<file path="src/rtl/tic_tac_toe_board.sv">
// Tic-tac-toe board datapath: 3x3 grid storage, move legality check,
// win and board-full detection fed back to the turn controller.
module tic_tac_toe_board (
    input  logic        clk,
    input  logic        rst,
    input  logic        clr,
    input  logic        play,
    input  logic [3:0]  pos,
    input  logic        playX_en,
    input  logic        play0_en,
    output logic        ill,
    output logic [1:0]  win,
    output logic        nospc,
    output logic [17:0] board,
    output logic [3:0]  move_cnt
);

    localparam logic [1:0] CellEmpty = 2'b00;
    localparam logic [1:0] CellX     = 2'b01;
    localparam logic [1:0] CellO     = 2'b10;
    localparam logic [3:0] CntFull   = 4'd9;

    logic [8:0][1:0] cell_q, cell_d;
    logic [3:0]      move_cnt_q, move_cnt_d;

    logic            x_line, o_line;
    logic [1:0]      target;
    logic            one_en, pos_bad, commit;

    // True when cells a, b and c all hold value v.
    function automatic logic line_hit(input logic [8:0][1:0] cells, input int a, input int b,
                                      input int c, input logic [1:0] v);
        return (cells[a] == v) && (cells[b] == v) && (cells[c] == v);
    endfunction

    // Owner of any completed line among the eight rows, columns and diagonals.
    always_comb begin
        x_line = 1'b0;
        o_line = 1'b0;
        for (int k = 0; k < 2; k++) begin
            logic       hit;
            logic [1:0] v;
            v   = (k == 0) ? CellX : CellO;
            hit = line_hit(cell_q, 0, 1, 2, v) | line_hit(cell_q, 3, 4, 5, v) |
                  line_hit(cell_q, 6, 7, 8, v) | line_hit(cell_q, 0, 3, 6, v) |
                  line_hit(cell_q, 1, 4, 7, v) | line_hit(cell_q, 2, 5, 8, v) |
                  line_hit(cell_q, 0, 4, 8, v) | line_hit(cell_q, 2, 4, 6, v);
            if (k == 0) x_line = hit;
            else        o_line = hit;
        end
    end

    // Legality of the current attempt; pos beyond 8 reads as an empty target
    // but is rejected separately by pos_bad.
    always_comb begin
        target = CellEmpty;
        for (int k = 0; k < 9; k++) begin
            if (pos == 4'(k)) target = cell_q[k];
        end
        one_en  = playX_en ^ play0_en;
        pos_bad = (pos > 4'd8);
        ill     = play & (~one_en | pos_bad | (target != CellEmpty) | (win != 2'b00));
        commit  = play & ~ill;
    end

    // Next board state: clear wins over a commit in the same cycle.
    always_comb begin
        cell_d     = cell_q;
        move_cnt_d = move_cnt_q;
        if (clr) begin
            cell_d     = '0;
            move_cnt_d = '0;
        end else if (commit) begin
            for (int k = 0; k < 9; k++) begin
                if (pos == 4'(k)) cell_d[k] = playX_en ? CellX : CellO;
            end
            move_cnt_d = (move_cnt_q == CntFull) ? CntFull : move_cnt_q + 4'd1;
        end
    end

    // State registers with synchronous active-low reset.
    always_ff @(posedge clk) begin
        if (!rst) begin
            cell_q     <= '0;
            move_cnt_q <= '0;
        end else begin
            cell_q     <= cell_d;
            move_cnt_q <= move_cnt_d;
        end
    end

    assign win      = x_line ? 2'b01 : (o_line ? 2'b10 : 2'b00);
    assign nospc    = (move_cnt_q == CntFull);
    assign board    = cell_q;
    assign move_cnt = move_cnt_q;

endmodule

</file>
<file path="config.mk">
export PLATFORM = sky130hd
export DESIGN_NAME = tic_tac_toe_board
export DESIGN_NICKNAME = d
export VERILOG_FILES = /design/src/rtl/tic_tac_toe_board.sv
export SDC_FILE = /design/constraint.sdc
export NUM_CORES = 1
export LEC_CHECK = 0
export CORE_AREA = 2 2 66 49
export DETAILED_ROUTE_END_ITERATION = 12
export DIE_AREA = 0 0 68 51
export MAX_ROUTING_LAYER = met4
export PLACE_DENSITY = 0.79
export SLEW_MARGIN = 20
export SYNTH_ARGS = -nofsm -noshare
export SYNTH_HDL_FRONTEND = slang
export SYNTH_SLANG_ARGS = --single-unit
</file>
<file path="constraint.sdc">
create_clock -name clk -period 2.9 [get_ports clk]
set_input_delay 0.58 -clock clk [delete_from_list [all_inputs] [get_ports clk]]
set_output_delay 0.58 -clock clk [all_outputs]
set_load 0.03 [all_outputs]
</file>
# Word-level counts from Yosys, hierarchy flattened
# Cells that the tools add are included.
[totals] register_bits=22 out_inout_bits=26 wordCells=120 inputBits=10
[op_classes] n_reduce_logical=45 addsub=1 order_cmp=1 n_eq_ne=27 bitwise_logic=23 n_mux=13
[ops] operator="1-bit logical AND" count=32
[ops] operator="2-bit 2-to-1 mux" count=12
[ops] operator="2-bit by 1-bit equality test with 1-bit output (second input constant)" count=9
[ops] operator="2-bit equality test (second input constant)" count=9
[ops] operator="2-bit AND reduction" count=9
[ops] operator="1-bit bitwise OR" count=17
[ops] operator="4-bit by 3-bit equality test with 1-bit output (second input constant)" count=4
[ops] operator="4-bit by 2-bit equality test with 1-bit output (second input constant)" count=2
[ops] operator="4-bit equality test (second input constant)" count=2
[ops] operator="4-bit by 1-bit adder with 4-bit output (second input constant)" count=1
[ops] operator="4-bit by 1-bit equality test with 1-bit output (second input constant)" count=1
[ops] operator="4-bit greater-than comparator (second input constant)" count=1
[ops] operator="4-bit logical NOT" count=1
[ops] operator="4-bit 2-to-1 mux" count=1
[ops] operator="2-bit nonzero test" count=2
[ops] operator="1-bit inverter" count=3
[ops] operator="1-bit AND" count=2
[ops] operator="2-bit OR reduction" count=1
[ops] operator="1-bit XOR" count=1

# Longest topological paths before layout
# Gate-level depths: netlist (run 1).
[depth] word_depth=18 ltp_mapped=7 mapped_depth_nobuf=6

# Worst setup path before layout (run 1)
# OpenSTA, ideal clock, no wires.
[synth_path] kind="in2out" from="in pos[1]" to="out ill" t_arrival_ns=1.901 n_path_buf=0 slack_ns=0.419 t_required_ns=2.320 stages=6 cell_sequence="or2_4 o32ai_1 a21o_1 o21a_1 nor3_1 nor2_1"
[synth_between] elab_chain_cells=14 word_cells_on_any_way=24 classes_between="order compare: 1; eq/ne: 8; mux: 9; bitwise: 4; reduce/logical: 2"
[synth_rtl] item="start, declared" line="8" text="input logic [3:0] pos,"
[synth_rtl] item="4-bit logical NOT" line="58" text="if (pos == 4'(k)) target = cell_q[k];"
[synth_rtl] item="2-bit 2-to-1 mux (9 in series)" line="58"
[synth_rtl] item="2-bit nonzero test" line="62" text="ill = play & (~one_en | pos_bad | (target != CellEmpty) | (win != 2'b00));"
[synth_rtl] item="1-bit bitwise OR * (2 in series)" line="62"
[synth_rtl] item="1-bit AND *" line="62"
[synth_rtl] item="end, declared" line="11" text="output logic ill,"
# Mark *: on every way between the ends. The rest lies on a longest branch, timed or not.

# Worst setup path in the final report (run 1)
[layout_path] from="in pos[2]" to="out ill"
# The elaborated chain is that of the path after synthesis.

==> flow_summary.ini, run 1 <==
[cts]
insertion_delay_ns = 0.27
cts.hold.buffers_added = 0
cts_inserted_buffers = 3
tritoncts = built
clock_path_buffers = 2
post_cts_resize_count = 2
clock_tree.root_cell = sky130_fd_sc_hd__clkbuf_8
clk_pin_slew_worst_paths_ns = 0.09
htree_levels = 1
cts_num_sinks = 22
cts_post_setup_buffers_inserted = 0

[setup_path]
crit_slowest_cell = sky130_fd_sc_hd__clkdlybuf4s50_1
crit_path_max_incr_delay_ns = 0.54
path_max_fanout = 6
arrival_time_of_data_at_the_critical_path_endpoint_ns = 2.24
worst_setup_path_start_kind = input port
crit_type = input port to output port
path_cells = clkdlybuf4s50_1 > nor2b_1 > nand3_1 > o211a_1 > nand2_1 > nor3_1 > nor2_1 > buf_4
worst-endpoint-required_ns = 2.32
critPathCaptureType = output port

[die]
fp.coreArea_um2 = 2935
floorplan.rows = 17
die-area_um2 = 3468
initial_utilization_pct = 45.91
die_x_um = 68
die_height_um = 51
io-pin-count = 36

[timing]
finalHoldViolCount = 0
min_period_over_period_pct = 97.12
final_critical_path_setup_slack_ns = 0.08344
slew-limit-headroom_pct = 63.85
max_freq_mhz = 355.0
slew_violations = 0
finClkSkew_ns = 0.009504
grt_setup_unrepaired = yes
setup-violations-final = 0
tightest_slew_ns = 0.5422
period_minus_slack_ns = 2.817

[grt]
initial_antenna_violation_count = 0
global_route.peak_usage_layer = met2
grtUsageMet2_pct = 39.97
grt_use_met3_pct = 4.846
grt_first_pass_wirelength_um = 6575
grt_start_max_net_pins = 17
grt_pass1_vias = 1330
global_route.usage.met1_pct = 35.28
grt_usage_pct = 25.84
grt_overflow = 0

[synth]
yosysWarningCount = 0
synth.mux.area_fraction_pct = 0
synth_area_um2 = 1348
synth_cell_type_count = 43
dominant_combinational_cell_family_by_area_after_synthesis = simple AND/OR/NAND/NOR gates
postSynthAreaPerCell_um2 = 8.583
yosys.area_share.xor_xnor_pct = 0.6500
netlist_top_cells_count = sky130_fd_sc_hd__dfxtp_1 (22), sky130_fd_sc_hd__nor4bb_1 (11), sky130_fd_sc_hd__o21ai_0 (11), sky130_fd_sc_hd__nand2_1 (10), sky130_fd_sc_hd__nor2_1 (9)
postSynthCellCount = 157
synth_simple_gate_area_share_pct = 39.37
synth_top_area_share_pct = 32.68
synth.top_cells.by_area = sky130_fd_sc_hd__dfxtp_1 (33%), sky130_fd_sc_hd__nor4bb_1 (8.2%), sky130_fd_sc_hd__o21ai_0 (4.1%), sky130_fd_sc_hd__and4bb_2 (3.7%), sky130_fd_sc_hd__nor3_1 (3.0%)
synth.yosys.seq_area_share_pct = 32.68
synth-main-ff-cell = sky130_fd_sc_hd__dfxtp_1
number_of_flops_mapped_to_enable_cells_by_yosys = 0
ys_seq_elements = 22
synth_compound_gate_area_share_pct = 23.58
mappedNetlistNets = 167
synthMostInstantiatedCell = sky130_fd_sc_hd__dfxtp_1
synthAdderAreaFrac_pct = 0
synth_area_leader_cell = sky130_fd_sc_hd__dfxtp_1
postSynth.asyncResetShare_pct = 0

[cells_and_area]
layout-drive-gt1-share_pct = 13.13
seq_area_um2 = 440.4
multiInputGateArea_um2 = 890.9
area.growth.synth_to_final_pct = 39.83
final_core_util_pct = 64.19
design.final.nets = 209
antennaDiodeCount = 0
fill_cells = 241

[routing]
routed_wl_um = 4107
detailed_route_wire_length_per_cell_um = 17.40
drtPass1Iterations = 4
avgViaCountPerCell = 6.331
vias = 1494
routed_antenna_nets = 0
drt_drc = 0
detail_route.iter0.violations = 185

[placement]
place_hpwl_um = 3017
routabilityCongestion = 0.9216
io_buffer_count = 35
preCtsSetupSlack_ns = -0.08512

[outcome]
run_status = finished clean

[power_and_ir_drop]
power_density_nw_per_um2 = 355.6
power.static_leakage_uw = 0.0006360
vdd_ir_drop_max_mv = 0.3130

[min_path]
worstHoldPathType = register to register

[run]
max_cap_violations = 0
worst paths after layout:
path                                               start                  endpoint  slack (ns)  depth (start not counted)
worst max-delay path                              pos[2]                       ill        0.08                          8
worst min-delay path            move_cnt[3]$_SDFFE_PP0P_  move_cnt[3]$_SDFFE_PP0P_        0.54                          2
worst max register to register     board[9]$_SDFFE_PP0P_     board[9]$_SDFFE_PP0P_        0.65                          7
worst min register to register  move_cnt[3]$_SDFFE_PP0P_  move_cnt[3]$_SDFFE_PP0P_        0.54                          2
worst max-delay path: cells and delay by family:
| family | cells | cell delay [ns] |
|---|---|---|
| AOI/OAI and AO/OA | 1 | 0.29 |
| buffers and inverters | 2 | 0.70 |
| and+or+nand+nor | 5 | 0.65 |
state kept, by name, indices dropped and copies added (netlist names):
signal    flops
board        18
move_cnt      4
logic make-up (layout without fill, tap and decap cells):
logic type | count (synthesis) | in the layout
compound gates | 45 | 45
xor+xnor | 1 | 1
buf+inv | 12 | 53
flops | 22 | 22
simple gates | 77 | 77
routing by layer:
metal / routed length (um) / vias to the layer above / share of wire (%)
met2: 1928 / 89 / 47
met3: 385 / 8 / 9.4
met5: 0 / - / 0
li1: - / 689 / -
met1: 1737 / 708 / 42
met4: 56 / 0 / 1.4
final cells by class:
| type | count | share of cell area (%) |
|---|---|---|
| clock inverter | 1 | 1.594 |
| multi-input combinational | 123 | 47.28 |
| timing repair buffer | 43 | 21.85 |
| sequential | 22 | 23.37 |
| inverter | 6 | 1.195 |
| clock buffer | 3 | 2.191 |
| tap | 38 | 2.523 |
through the flow:
step           TNS [ns]  total power (uW)  hold slack (ns)  area [um^2]  instances
5_1_grt        -0.01604             691.4           0.5858         1884        236
6_report              0             670.0           0.5361         1884        236
2_1_floorplan         0             350.1           0.6211         1348        157
3_3_place_gp          0             384.8           0.5043         1775        232
4_1_cts               0             666.0           0.5392         1851        236
3_5_place_dp   -0.08512             385.8           0.5250         1775        232
placed cells by master (no fill, tap or decap), drive strengths merged, types with 2 or more instances in the layout:
cell type / Yosys / final
a21oi: 7 / 7
a22o: 3 / 3
a32o: 3 / 3
and2b: 2 / 2
and4bb: 6 / 6
buf: 2 / 9
clkbuf: 4 / 3
clkdlybuf4s50: 0 / 31
dfxtp: 22 / 22
dlymetal6s2s: 0 / 2
inv: 6 / 6
nand2: 10 / 10
nand2b: 4 / 4
nand3: 6 / 6
nand4: 2 / 2
nand4bb: 2 / 2
nor2: 9 / 9
nor2b: 6 / 6
nor3: 8 / 8
nor3b: 2 / 2
nor4bb: 11 / 11
o211ai: 2 / 2
o21a: 3 / 3
o21ai: 14 / 14
o31ai: 5 / 5
or4: 5 / 5
power breakdown:
part / switching (uW) / internal, uW
registers: 1.63 / 303
logic: 44.0 / 35.0
clock network: 102 / 184
total: 148 / 522
Note: power is estimated with default switching activity, not from simulation.
==> run 2, diff against run 1 <==
Settings changed: CELL_PAD_IN_SITES_DETAIL_PLACEMENT set to 2, CELL_PAD_IN_SITES_GLOBAL_PLACEMENT set to 2, CORE_AREA 2 2 66 49 to 2 2 84 62, DIE_AREA 0 0 68 51 to 0 0 86 64, GPL_ROUTABILITY_DRIVEN set to 0, PLACE_DENSITY 0.79 to not set, PLACE_DENSITY_LB_ADDON set to 0.1.
==> run 2 against run 1 <==
  * Maximum frequency up 1.8%
  * Largest power group unchanged
  * Worst hold slack better by 0.011 ns
  * Via count down 0.67%
  * Critical path depth up 1
  * Routed wire length up 30%
  * Utilization down 22 points
  * Setup slack better by 0.049 ns
==> flow_summary.ini, run 2 (synthesis results as in run 1) <==
[cells_and_area]
fill_cells = 512
final_core_util_pct = 42.05
design.final.nets = 216
multiInputGateArea_um2 = 899.6
largest_register_ffs = 18
seq_area_um2 = 444.2
most_common_library_cell_in_the_layout_ignoring_fill_and_taps = sky130_fd_sc_hd__clkdlybuf4s50_1
most-common-layout-cells = sky130_fd_sc_hd__clkdlybuf4s50_1 (30), sky130_fd_sc_hd__dfxtp_1 (19), sky130_fd_sc_hd__buf_4 (16)
layout-drive-gt1-share_pct = 18.54
antennaDiodeCount = 0
area.growth.synth_to_final_pct = 45.13

[routing]
routed_antenna_nets = 0
routed_wl_um = 5335
drtPass1Iterations = 3
detail_route.iter0.violations = 36
detailed_route_wire_length_per_cell_um = 20.36
drt_drc = 0
avgViaCountPerCell = 5.664
vias = 1484

[cts]
clk_pin_slew_worst_paths_ns = 0.08
tritoncts = built
clock_path_buffers = 2
insertion_delay_ns = 0.26
htree_levels = 1
clock_tree.root_cell = sky130_fd_sc_hd__clkbuf_8
cts_num_sinks = 22
cts_inserted_buffers = 3

[setup_path]
path_max_fanout = 6
worst-endpoint-required_ns = 2.32
critPathMostFrequentCell = sky130_fd_sc_hd__buf_4
path_cells = clkdlybuf4s50_1 > buf_4 > nor2b_2 > nand3_2 > o211a_1 > nand2_1 > nor3_2 > nor2_1 > buf_4
worst_setup_path_start_kind = input port
arrival_time_of_data_at_the_critical_path_endpoint_ns = 2.19
crit_path_max_incr_delay_ns = 0.45
crit_type = input port to output port
crit_slowest_cell = sky130_fd_sc_hd__clkdlybuf4s50_1
critPathCaptureType = output port

[grt]
global_route.peak_usage_layer = met2
initial_antenna_violation_count = 0
global_route.usage.met1_pct = 28.38
grt_first_pass_wirelength_um = 8976
grt_pass1_vias = 1692
grt_start_max_net_pins = 17
grt_use_met3_pct = 4.134
grtUsageMet2_pct = 34.79
grt_usage_pct = 21.50
grt_overflow = 0

[timing]
grt_setup_unrepaired = no
setup-violations-final = 0
finClkSkew_ns = 0.004760
slew_violations = 0
tightest_slew_ns = 0.6034
finalHoldViolCount = 0
period_minus_slack_ns = 2.767
min_period_over_period_pct = 95.42
slew-limit-headroom_pct = 59.77
max_freq_mhz = 361.4
hold_ws_ns = 0.5473

[run]
max_cap_violations = 0

[placement]
io_buffer_count = 35
place_hpwl_um = 4141

[power_and_ir_drop]
power_density_nw_per_um2 = 314.7
power.static_leakage_uw = 0.0006668
vdd_ir_drop_max_mv = 0.1943

[min_path]
worstHoldPathType = register to register

[die]
die_x_um = 86
die-area_um2 = 5504
initial_utilization_pct = 28.97
die_height_um = 64
floorplan.rows = 21
fp.coreArea_um2 = 4651
io-pin-count = 36

[outcome]
run_status = finished clean
-- run 2: path summary, 6_finish.rpt --
path,from,endpoint,slack [ns],cells past startpoint
hold / removal,move_cnt[3]$_SDFFE_PP0P_,move_cnt[3]$_SDFFE_PP0P_,0.55,2
setup reg to reg,board[17]$_SDFFE_PP0P_,board[11]$_SDFFE_PP0P_,0.62,7
setup / recovery,pos[3],ill,0.13,9
hold reg to reg,move_cnt[3]$_SDFFE_PP0P_,move_cnt[3]$_SDFFE_PP0P_,0.55,2
-- run 2: report_power, final --
part	internal (uW)	switching [uW]
clock network	121	99.3
logic	40.4	50.2
registers	303	1.82
-- run 2: through the flow --
step / TNS (ns) / cell area (um^2) / instances / total power, uW / setup slack [ns]
CTS: 0 / 1931 / 262 / 623.7 / 0.004105
detailed placement: -0.09708 / 1844 / 257 / 396.7 / -0.09344
floorplan: 0 / 1348 / 157 / 350.1 / 0.4190
global placement: 0 / 1844 / 257 / 393.4 / 0.04024
global route: 0 / 1956 / 262 / 649.6 / 0.01552
finish: 0 / 1956 / 262 / 615.5 / 0.1327
-- run 2: worst max-delay path, delay by kind of cell --
family,cells,cell delay [ns]
and+or+nand+nor,5,0.54
buffers and inverters,3,0.81
AOI/OAI and AO/OA,1,0.25
-- run 2: layout make-up --
class                      instances  area share (%)
clock buffer                       4           2.815
inverter                           6           1.152
multi-input combinational        123           46.00
sequential                        22           22.71
tap                               57           3.647
timing repair buffer              50           23.67
-- run 2: routing by layer --
metal  wire length (um)  share of wire [%]  vias up
li1                   -                  -      705
met1               2593                 49      748
met2               2531                 47       27
met3                181                3.4        4
met4                 29               0.54        0
met5                  0                  0        -
-- run 2: what timing repair did --
| action | 4_1_cts | 5_1_grt |
|---|---|---|
| endpoints found under the hold margin | 0 | 0 |
| pin swaps | 1 | 0 |
| hold buffers | 0 | 0 |
| resized for setup | 7 | 7 |
| setup buffers | 1 | 0 |
| setup endpoints to repair | 2 | 2 |
